`config.mk`:
```
export PLATFORM = sky130hd
export DESIGN_NAME = pc_fetch_ctrl
export DESIGN_NICKNAME = d
export VERILOG_FILES = /design/src/rtl/pc_fetch_ctrl_pkg.sv /design/src/rtl/pc_fetch_ctrl_wdog.sv /design/src/rtl/pc_fetch_ctrl.sv
export SDC_FILE = /design/constraint.sdc
export NUM_CORES = 1
export LEC_CHECK = 0
export CORE_MARGIN = 8
export CORE_UTILIZATION = 32
export CTS_CLUSTER_SIZE = 30
export DETAILED_ROUTE_END_ITERATION = 8
export HOLD_SLACK_MARGIN = 0.03
export SYNTH_ARGS = -nofsm -noshare
export SYNTH_HDL_FRONTEND = slang
export SYNTH_SLANG_ARGS = --single-unit
export TNS_END_PERCENT = 30
```
`constraint.sdc`:
```
create_clock -name clk -period 7.8 [get_ports clk]
set_clock_uncertainty 0.05 [all_clocks]
set_input_delay 2.34 -clock clk [delete_from_list [all_inputs] [get_ports clk]]
set_output_delay 2.34 -clock clk [all_outputs]
set_load 0.005 [all_outputs]
```
`src/rtl/pc_fetch_ctrl_pkg.sv`:
```
// Shared encodings for the fetch sequencer: FSM states and error causes.
package pc_fetch_ctrl_pkg;

    typedef enum logic [2:0] {
        FS_IDLE  = 3'd0,
        FS_REQ   = 3'd1,
        FS_WAIT  = 3'd2,
        FS_VALID = 3'd3,
        FS_ERR   = 3'd4
    } fstate_e;

    typedef enum logic [1:0] {
        FERR_NONE     = 2'b00,
        FERR_MISALIGN = 2'b01,
        FERR_TIMEOUT  = 2'b10
    } ferr_e;

endpackage

```
`src/rtl/pc_fetch_ctrl_wdog.sv`:
```
// Response watchdog: 16-bit cycle counter with a terminal-count flag at WAIT_MAX-1.
module fetch_wdog
    import pc_fetch_ctrl_pkg::*;
#(
    parameter int unsigned WAIT_MAX = 255
) (
    input  logic clk,
    input  logic rst,
    input  logic clr,
    input  logic en,
    output logic tc
);

    localparam logic [15:0] TC_VAL = 16'(WAIT_MAX - 1);

    logic [15:0] cnt;

    always_ff @(posedge clk or posedge rst) begin
        if (rst)
            cnt <= '0;
        else if (clr)
            cnt <= '0;
        else if (en)
            cnt <= cnt + 16'd1;
    end

    // tc marks the last allowed wait cycle; the FSM times out on this edge.
    assign tc = en && (cnt == TC_VAL);

endmodule

```
`src/rtl/pc_fetch_ctrl.sv`:
```
// Fetch sequencer: owns the PC, issues one imem request per instruction, holds it for decode until commit.
module pc_fetch_ctrl
    import pc_fetch_ctrl_pkg::*;
#(
    parameter logic [31:0] RESET_PC = 32'h0000_0000,
    parameter int unsigned WAIT_MAX = 255
) (
    input  logic        clk,
    input  logic        rst,
    input  logic [31:0] npc_i,
    input  logic        commit,
    input  logic        stall,
    output logic        imem_req,
    output logic [31:0] imem_addr,
    input  logic        imem_gnt,
    input  logic        imem_rvalid,
    input  logic [31:0] imem_rdata,
    output logic [31:0] pc_o,
    output logic [31:0] inst_o,
    output logic        inst_valid,
    output logic        fetch_err,
    output logic [1:0]  err_cause,
    input  logic        err_clr
);

    fstate_e state;
    logic    wd_clr, wd_en, wd_tc;

    // Timer runs only in WAIT and restarts from zero on every entry.
    assign wd_en  = (state == FS_WAIT);
    assign wd_clr = ~wd_en;

    fetch_wdog #(.WAIT_MAX(WAIT_MAX)) u_wdog (
        .clk (clk),
        .rst (rst),
        .clr (wd_clr),
        .en  (wd_en),
        .tc  (wd_tc)
    );

    assign imem_addr = pc_o;

    always_ff @(posedge clk or posedge rst) begin
        if (rst) begin
            state      <= FS_IDLE;
            pc_o       <= RESET_PC;
            inst_o     <= '0;
            inst_valid <= 1'b0;
            imem_req   <= 1'b0;
            fetch_err  <= 1'b0;
            err_cause  <= FERR_NONE;
        end else begin
            case (state)
                FS_IDLE: begin
                    state    <= FS_REQ;
                    imem_req <= 1'b1;
                end
                FS_REQ: begin
                    if (imem_gnt) begin
                        imem_req <= 1'b0;
                        if (imem_rvalid) begin
                            inst_o     <= imem_rdata;
                            inst_valid <= 1'b1;
                            state      <= FS_VALID;
                        end else begin
                            state <= FS_WAIT;
                        end
                    end
                end
                FS_WAIT: begin
                    // A response on the terminal cycle still counts.
                    if (imem_rvalid) begin
                        inst_o     <= imem_rdata;
                        inst_valid <= 1'b1;
                        state      <= FS_VALID;
                    end else if (wd_tc) begin
                        fetch_err <= 1'b1;
                        err_cause <= FERR_TIMEOUT;
                        state     <= FS_ERR;
                    end
                end
                FS_VALID: begin
                    if (commit && !stall) begin
                        inst_valid <= 1'b0;
                        if (npc_i[1:0] == 2'b00) begin
                            pc_o     <= npc_i;
                            imem_req <= 1'b1;
                            state    <= FS_REQ;
                        end else begin
                            fetch_err <= 1'b1;
                            err_cause <= FERR_MISALIGN;
                            state     <= FS_ERR;
                        end
                    end
                end
                FS_ERR: begin
                    if (err_clr) begin
                        pc_o      <= RESET_PC;
                        fetch_err <= 1'b0;
                        err_cause <= FERR_NONE;
                        state     <= FS_IDLE;
                    end
                end
                default: begin
                    state      <= FS_IDLE;
                    imem_req   <= 1'b0;
                    inst_valid <= 1'b0;
                end
            endcase
        end
    end

endmodule

```
Word level (Yosys, flattened, before mapping)
Index checks and enable logic that the tools add are counted.
- add/subtract/negate cells: 1
- equality and inequality tests: 13
- multiplexer cells: 36
- bitwise operators: 2
- reductions and logical operators: 16
- operator list (kind ; count):
    32-bit 2-to-1 mux ; 5
    32-bit case mux with 2 select lines ; 2
    3-bit 2-to-1 mux ; 6
    16-bit by 1-bit adder with 16-bit output, second input constant ; 1
    16-bit by 8-bit equality test with 1-bit output, second input constant ; 1
    16-bit 2-to-1 mux ; 1
    3-bit case mux with 5 select lines ; 1
    2-bit inequality test, second input constant ; 7
    1-bit 2-to-1 mux ; 12
    4-bit AND reduction ; 3
    2-bit 2-to-1 mux ; 5
    1-bit case mux with 4 select lines ; 2
    3-bit by 2-bit equality test with 1-bit output, second input constant ; 2
    2-bit case mux with 3 select lines ; 1
    6-bit AND reduction ; 1
    2-bit nonzero test ; 2
    2-bit OR reduction ; 2
    3-bit by 1-bit equality test with 1-bit output, second input constant ; 1
    3-bit equality test, second input constant ; 1
    3-bit zero test ; 1
    3-bit inequality test, second input constant ; 1
    1-bit case mux with 3 select lines ; 1
    3-bit AND reduction ; 1
    3-bit nonzero test ; 1
    other kinds (5) ; 7
- register bits after elaboration: 88
- input bits: 71
- output and inout bits: 101
- logic and storage cells: 76

Longest topological paths before layout
Gate-level depths: netlist of run 1.
- depth in word-level cells: 5
- mapped depth: 6
- gate-level depth less buffers: 6

Modules after synthesis
From an unflattened synthesis of run 1, not the netlist that was laid out.
- cell total of the unflattened synthesis: 381
- area total of the unflattened synthesis: 4195.3 um^2
- modules (own cells, without submodules) (module ; times used ; cells each ; area an instance (um^2) ; seq. area each (um^2)):
    pc_fetch_ctrl ; 1 ; 293 ; 3344.5 ; 1801.7
    fetch_wdog ; 1 ; 88 ; 850.8 ; 400.4

Worst setup path before layout of run 1
Ideal clock, no wire load.
- kind: input port to flip-flop
- start: input port imem_gnt
- end: register inst_o[0]
- setup time: 0.125 ns
- data arrival time: 3.438 ns
- required time: 7.625 ns
- slack: 4.187 ns
- stages on the path: 5
- path through: nor2b_1 a21oi_2 nor3b_4 buf_6 mux2_2
- longest elaborated chain between the ends: 2
- RTL lines (item ; RTL line ; text):
    from (decl) ; pc_fetch_ctrl.sv:15 ; input logic imem_gnt,
    2-bit inequality test (no source line) ; - ;
    2-bit AND reduction (no source line) ; - ;
    to (signal assigned) ; pc_fetch_ctrl.sv:62 ; inst_o <= imem_rdata;
    to (signal assigned) ; pc_fetch_ctrl.sv:73 ; inst_o <= imem_rdata;
    to (decl) ; pc_fetch_ctrl.sv:19 ; output logic [31:0] inst_o,
No other way between the ends.
A chain may end at the register's enable or synchronous reset.

Worst setup path after layout of run 1
- start: input port imem_gnt
- end: register inst_o[17]
The elaborated chain is that of the path after synthesis.

==> results of run 1 <==
registers in the layout (all words and copies together), names as in the netlist:
| register | count |
|---|---|
| inst_o | 32 |
| fetch_err | 1 |
| err_cause | 2 |
| inst_valid | 1 |
| state | 3 |
| imem_req | 1 |
| u_wdog.cnt | 16 |
| imem_addr | 32 |
layout by cell type (no fill, tap or decap), types with 2 or more instances in the layout:
cell	instances
nand4_1	3
clkdlybuf4s50_1	171
a21oi_1	6
buf_4	3
clkbuf_1	2
xnor2_1	10
clkbuf_16	9
mux2_1	2
clkinv_2	2
or3_1	4
nand3_1	35
o21ai_0	33
dfrtp_1	88
nor4_1	4
nand2_1	5
nor2_1	20
nor3_1	6
o21ai_1	2
mux2_2	30
inv_1	37
ha_1	2
final timing paths:
check / start / endpoint / slack (ps) / cells past startpoint
max: imem_gnt / inst_o[17] / 3810 / 6
min: inst_o[1] / inst_o[1] / 440 / 1
max reg2reg: state[2] / imem_addr[15] / 5720 / 3
min reg2reg: inst_o[1] / inst_o[1] / 440 / 1
max in group asynchronous: rst / u_wdog.cnt[3] / 4270 / 3
min in group asynchronous: rst / imem_addr[17] / 2350 / 2
report_power, final:
| part | internal [mW] | total (mW) | leakage [nW] | switching (mW) |
|---|---|---|---|---|
| sequential | 0.647 | 0.787 | 1.08 | 0.140 |
| clock | 0.258 | 0.428 | 0.147 | 0.170 |
| combinational | 0.611 | 0.901 | 1.17 | 0.290 |
cells by family after synthesis:
family | Yosys count | share of synthesized area
multiplexers | 32 | 0.0912
XOR/XNOR | 11 | 0.0244
AO/OA/AOI/OAI | 52 | 0.0798
AND/OR/NAND/NOR | 89 | 0.123
adder cells (fa/ha/maj) | 2 | 0.00633
buffers and inverters | 85 | 0.118
flip-flops | 88 | 0.557
critical path: cells and delay by family:
kind,cells,cell delay (ps)
compound gates,1,120
buf+inv,2,850
mux,1,380
simple gates,2,420
metal layers:
layer,part of all wire,track usage,wire length (um)
met1,0.44,0.166,4700
met4,0.0054,0.0497,57
met2,0.48,0.205,5080
met5,0,0,0
met3,0.075,0.0462,795
per-stage QoR:
step	area [sq um]	setup WS (ps)
global placement	5550	3520
finish	5850	3810
global route	5850	3710
floorplan	3950	3130
detailed placement	5550	3470
CTS	5840	3810
final cells by class:
type / instances / share of cell area
Antenna cell: 1 / 0.000428
Clock buffer: 12 / 0.0422
Clock inverter: 4 / 0.00899
Inverter: 38 / 0.0246
Multi-Input combinational cell: 186 / 0.219
Sequential cell: 88 / 0.377
Tap cell: 147 / 0.0315
Timing Repair Buffer: 174 / 0.297
==> reports/qor.csv, run 1 <==
metric,value,unit
status,"finished, final reports clean",
Num CTS Buffers,9,
Post-synth EDFFs,0,
worst skew pair latency,330,ps
Post-synth ARST share,1.00,
Max Cap Violations,0,
Pwr Total,2.12,mW
Avg Inst Size Synth,11.0,sq um
CP max-delay cell,clkdlybuf4s50_1,
total area of sequential cells,0.00220,sq mm
Final setup viols,0,
number of remaining DRC errors,0,
Setup Crit Path Kind,in -> reg,
Yosys reg bits,88,
RSZ-0062 raised after global routing,false,
FP Rows,40,
minimum hold slack,444,ps
slowest cell delay on critical path,470,ps
Layout fillers,1122,
crit share post-route,0.511,
max-slew violations,0,
setup TNS,0,ps
Worst slew margin,0.224,
Crit Path Max Fanout,32,
Final Core Density,0.487,
Clock Root Buffer,clkbuf_16,
post-layout min period,3990,ps
CTS tree,yes,
Worst Max-Slew Pin Slew,1160,ps
Peak Freq,251,MHz
area of the multi-input gates,0.00128,sq mm
DP Cell Count,633,
"Cell Chain, Critical Path",clkdlybuf4s50_1 > nor2b_1 > a21oi_2 > nor3b_4 > buf_4 > mux2_2,
core area,0.0120,sq mm
maximum vdd drop,131,uV
initial antenna violation count,1,
Post-Syn Area,0.00395,sq mm
post-cts resize count,0,
post-synth top area share,0.557,
Worst-path clk slew,60,ps
port bufs,171,
Leakage,2.39,nW
"non-filler cells, final",650,
Placer Congestion,0.773,
WL final,10600,um
DR pass1 iterations,4,
Nets,570,
largest net degree at the start of global routing,63,
CTS H-tree depth,3,
die area,0.0162,sq mm
"Hold-fix buffers, CTS",0,
drt first-iter violations,202,
CP arrival,4150,ps
starting density of the core,0.329,
vias in the first global route,3146,
Longest Clk Path Bufs,2,
first-pass GRT wire length,17200,um
synth top area cells,"dfrtp_1, mux2_2, buf_4",
gr usage total,0.132,
height of the die,127,um
vias,3027,
DRT antenna net count,0,
clock sinks,88,
Vias/cell,4.66,
Avg WL per Cell,16.4,um
yosys warns,0,
Final Hold Fails,0,
crit end category,register,
pwr dens,362,mW/mm^2
Synth Instances,359,
Die Wd,127,um
Worst Setup Start Kind,input pin,
Worst Path Required,7960,ps
most common cell in the netlist,dfrtp_1,
Mapped Nets,432,
"Distinct cells, synth",45,
sequential fraction of the synthesis area,0.557,
DP Wirelength,7910,um
GR Overflow Total,0,
share of layout cells above drive strength 1,0.108,
I/O Pins,172,
Hold Crit Class,reg -> reg,
post-synth top area cell,dfrtp_1,
setup repair bufs after CTS,0,
P&R area growth vs syn,48.0,%
Most used DFF post-synth,dfrtp_1,
Post-synth top cells,"dfrtp_1, inv_1, nand3_1",
Note: power is estimated with default switching activity, not from simulation.
==> inputs of run 2 (changes only) <==
Settings changed: PLACE_DENSITY set to 0.66.
Clock period 7.8 ns to 3.3 ns, I/O delays scaled along.
==> reports/qor.csv, run 2 (synthesis gave the netlist of run 1 again) <==
metric,value,unit,change
worst reg2reg endpoint,imem_addr[8],,
cell family with most CP delay,buffers and inverters,,
crit end category,register,,
DR pass1 iterations,6,,+2
port bufs,171,,unchanged
Nets,570,,unchanged
Layout fillers,1107,,-1.3%
highest routed metal layer,met4,,
"Cell Chain, Critical Path",clkdlybuf4s50_1 > nor2b_1 > a21oi_2 > nor3b_4 > buf_12 > mux2_2,,
hold depth,1,,unchanged
initial antenna violation count,0,,-1
"commonest cells after routing, fill and taps aside","clkdlybuf4s50_1, dfrtp_1, inv_1, nand3_1, o21ai_0",,
Peak Freq,404,MHz,
post-cts resize count,0,,unchanged
Final Hold Fails,0,,unchanged
core area,0.0120,sq mm,unchanged
Worst-path clk slew,60,ps,about the same
setup TNS,0,ps,unchanged
Avg WL per Cell,16.1,um,-1.6%
Leakage,2.38,nW,-0.50%
Crit Path Max Fanout,32,,unchanged
first-pass GRT wire length,16600,um,-3.5%
die area,0.0162,sq mm,unchanged
met2 WL,5180,um,+2.0%
post-layout min period,2480,ps,
Setup Crit Path Kind,in -> reg,,
R2R Path Start,state[2],,
CP max-delay cell,clkdlybuf4s50_1,,
Max Cap Violations,0,,unchanged
area of the multi-input gates,0.00128,sq mm,unchanged
Final Core Density,0.489,,+0.00177
"non-filler cells, final",649,,-0.15%
Vias/cell,4.65,,-0.11%
final setup margin,824,ps,-2990 ps
maximum vdd drop,414,uV,+220%
Worst Max-Slew Pin Slew,1130,ps,-32.1 ps
RSZ-0062 raised after global routing,false,,
vias in the first global route,3151,,+0.16%
R2R Setup Slk,1240,ps,-4480 ps
drt first-iter violations,259,,+28%
clock sinks,88,,unchanged
height of the die,127,um,unchanged
FF-to-FF path depth,3,,unchanged
CTS H-tree depth,3,,unchanged
crit share post-route,0.750,,
Clock Root Buffer,clkbuf_16,,
starting density of the core,0.329,,unchanged
worst skew pair latency,340,ps,about the same
CP arrival,2640,ps,-1510 ps
Worst Setup Start Kind,input pin,,
Pwr Total,4.97,mW,+130%
largest net degree at the start of global routing,89,,+41%
WL final,10400,um,-1.8%
Die Wd,127,um,unchanged
Worst Hold End,inst_o[22],,
"Hold-fix buffers, CTS",0,,unchanged
Worst Path Required,3460,ps,-4500 ps
"commonest non-fill, non-tap cell in the layout",clkdlybuf4s50_1,,
Worst slew margin,0.246,,+0.0215
share of layout cells above drive strength 1,0.110,,+0.00199
Met1 Wirelength,4340,um,-7.7%
routed wl met3,862,um,+8.4%
status,"finished, final reports clean",,
DRT antenna net count,0,,unchanged
crit path buf inv count,2,,unchanged
Placer Congestion,0.758,,-1.9%
number of remaining DRC errors,0,,unchanged
total area of sequential cells,0.00220,sq mm,unchanged
GR Overflow Total,0,,unchanged
I/O Pins,172,,unchanged
# diodes,0,,-1
Hold Crit Start,inst_o[22],,
max-slew violations,0,,unchanged
Place WS,482,ps,-2990 ps
setup repair bufs after CTS,0,,unchanged
DP Cell Count,633,,unchanged
Final setup viols,0,,unchanged
gr usage total,0.127,,-0.00461
Hold Crit Class,reg -> reg,,
Longest Clk Path Bufs,2,,unchanged
Num CTS Buffers,9,,unchanged
slowest cell delay on critical path,480,ps,about the same
DP Wirelength,7690,um,-2.8%
P&R area growth vs syn,48.5,%,
CTS tree,yes,,
vias,3019,,-0.26%
FP Rows,40,,unchanged
pwr dens,848,mW/mm^2,+130%
run 2: changes by cell type in the layout (fill, tap and decap cells not counted):
cell        change
buf_12          +3
buf_4           -3
bufinv_16       -1
clkbuf_1        -1
clkinv_2        -2
clkinvlp_4      +4
diode_2         -1
run 2: worst max-delay path by stage:
stage	slack, ps	endpoint	start	cells after the start
global route	720	inst_o[7]	imem_gnt	6
global placement	510	inst_o[13]	imem_gnt	6
finish	820	inst_o[19]	imem_gnt	6
detailed placement	480	inst_o[13]	imem_gnt	6
floorplan	1040	inst_o[0]	imem_gnt	5
CTS	820	inst_o[0]	imem_gnt	6
run 2: final cells by class:
class,count,area share
clock buffer,11,0.0414
tap,147,0.0313
clock inverter,5,0.00682
timing repair buffer,174,0.302
multi-input combinational,186,0.218
inverter,38,0.0249
sequential,88,0.375
run 2: power breakdown:
part           switching, mW  internal (mW)  leakage [nW]
clock network          0.433          0.535         0.128
registers              0.322           1.53          1.08
logic                  0.695           1.46          1.18
total                   1.45           3.52          2.38
run 2: routing by layer:
layer  global-route usage  vias up
li1                     -     1458
met1                0.149     1454
met2                0.213      103
met3               0.0537        4
met4               0.0294        0
met5                    0        -
run 2: worst register-to-register path, cell delays in order, from the launching register on:
cell     delay, ps
dfrtp_1        640
nand2_1        790
nand3_1        340
o21ai_0        110
run 2: stage by stage:
stage / area [sq um] / hold slack (ps)
floorplan: 3960 / 424
finish: 5870 / 454
CTS: 5870 / 457
detailed placement: 5590 / 442
global placement: 5590 / 423
global route: 5870 / 475
==> inputs of run 3 (changes only) <==
Clock period 3.3 ns to 2 ns, I/O delays scaled along.
==> reports/qor.csv, run 3 (synthesis gave the netlist of run 1 again) <==
metric,value,unit,change
starting density of the core,0.329,,unchanged
"Cell Chain, Critical Path",clkdlybuf4s50_1,,
Peak Freq,516,MHz,
Final Hold Fails,0,,unchanged
Worst Max-Slew Pin Slew,487,ps,-642 ps
height of the die,127,um,unchanged
Final Core Density,0.513,,+0.0244
# diodes,0,,unchanged
share of layout cells above drive strength 1,0.153,,+0.0434
"non-filler cells, final",670,,+3.2%
Leakage,2.55,nW,+7.0%
Placer Congestion,0.800,,+5.6%
crit path buf inv count,1,,-1
largest net degree at the start of global routing,63,,-29%
Worst-path clk slew,70,ps,about the same
Die Wd,127,um,unchanged
Avg WL per Cell,16.4,um,+1.7%
initial antenna violation count,0,,unchanged
post-layout min period,1940,ps,
WL final,11000,um,+5.0%
Nets,591,,+3.7%
status,"finished, final reports clean",,
CTS H-tree depth,3,,unchanged
cell family with most CP delay,buffers and inverters,,
CP max-delay cell,clkdlybuf4s50_1,,
Worst Path Required,1350,ps,-2110 ps
Worst Setup Start Kind,register,,
RSZ-0062 raised after global routing,false,,
DR pass1 iterations,4,,-2
"commonest cells after routing, fill and taps aside","clkdlybuf4s50_1, dfrtp_1, inv_1, nand3_1, o21ai_0",,
I/O Pins,172,,unchanged
minimum hold slack,451,ps,-3.31 ps
worst skew pair latency,330,ps,about the same
port bufs,171,,unchanged
Vias/cell,4.64,,-0.18%
Max Cap Violations,0,,unchanged
gr usage total,0.136,,+0.00887
GR Overflow Total,0,,unchanged
clock sinks,88,,unchanged
DRT antenna net count,0,,unchanged
crit share post-route,0.969,,
Final setup viols,0,,unchanged
die area,0.0162,sq mm,unchanged
slowest cell delay on critical path,560,ps,+80 ps
Longest Clk Path Bufs,2,,unchanged
Hold Crit Class,reg -> reg,,
vias in the first global route,3405,,+8.1%
number of remaining DRC errors,0,,unchanged
Worst slew margin,0.676,,+0.430
vias,3111,,+3.0%
DP Wirelength,8290,um,+7.8%
Setup Crit Path Kind,reg -> out,,
pwr dens,1420,mW/mm^2,+67%
FP Rows,40,,unchanged
Pwr Total,8.73,mW,+75%
CP arrival,1290,ps,-1350 ps
DP Cell Count,648,,+2.4%
maximum vdd drop,613,uV,+48%
Num CTS Buffers,9,,unchanged
P&R area growth vs syn,55.9,%,
setup TNS,0,ps,unchanged
core area,0.0120,sq mm,unchanged
drt first-iter violations,170,,-34%
Clock Root Buffer,clkbuf_16,,
first-pass GRT wire length,17600,um,+6.0%
"commonest non-fill, non-tap cell in the layout",clkdlybuf4s50_1,,
Crit Path Max Fanout,3,,-91%
CTS tree,yes,,
crit end category,output pin,,
max-slew violations,0,,unchanged
## run 3: cell types whose count changed in the layout (fill, tap and decap cells not counted), moves of 2 or more
cell / previous run / this run
bufinv_16: 0 / 2
buf_6: 0 / 2
buf_4: 0 / 15
clkinvlp_4: 4 / 2
buf_12: 3 / 5
## run 3: final cells by class
cell class | instances | area (sq um)
clock buffer | 10 | 239
clock inverter | 6 | 90.1
fill | 1076 | 5850
inverter | 38 | 146
multi-input combinational | 186 | 1290
sequential | 88 | 2200
tap | 147 | 184
timing repair buffer | 195 | 2010
## run 3: path summary, 6_finish.rpt
kind / start / to / slack (ps) / cells after the start
max reg2reg: state[1] / inst_o[31] / 140 / 6
min: inst_o[28] / inst_o[28] / 450 / 1
max in group asynchronous: rst / imem_addr[6] / 920 / 3
min reg2reg: inst_o[28] / inst_o[28] / 450 / 1
max: imem_addr[31] / pc_o[31] / 60 / 1
min in group asynchronous: rst / inst_o[14] / 530 / 2
## run 3: power breakdown
part | switching [mW] | internal [mW] | leakage [nW]
Combinational | 1.22 | 2.62 | 1.31
Clock | 0.699 | 1.13 | 0.159
Sequential | 0.533 | 2.53 | 1.08
## run 3: stage by stage
step | setup WS, ps | cell area, sq um
6_report | 62.5 | 6160
5_1_grt | 27.4 | 6160
4_1_cts | 42.3 | 6160
3_5_place_dp | -408 | 5720
3_3_place_gp | -349 | 5720
2_1_floorplan | 127 | 3960
## run 3: metal layers
layer  up-vias  routed length, um  track usage
met5         -                  0            0
li1       1502                  -            -
met3        14                780       0.0470
met4         0                180       0.0497
met1      1494               4400        0.150
met2       101               5600        0.239
## run 3: what timing repair did
item,4_1_cts,5_1_grt
resized for setup,7,1
cloned,2,0
pin swaps,1,0
setup buffers,4,0
hold buffers,0,0
endpoints found under the setup margin,32,16
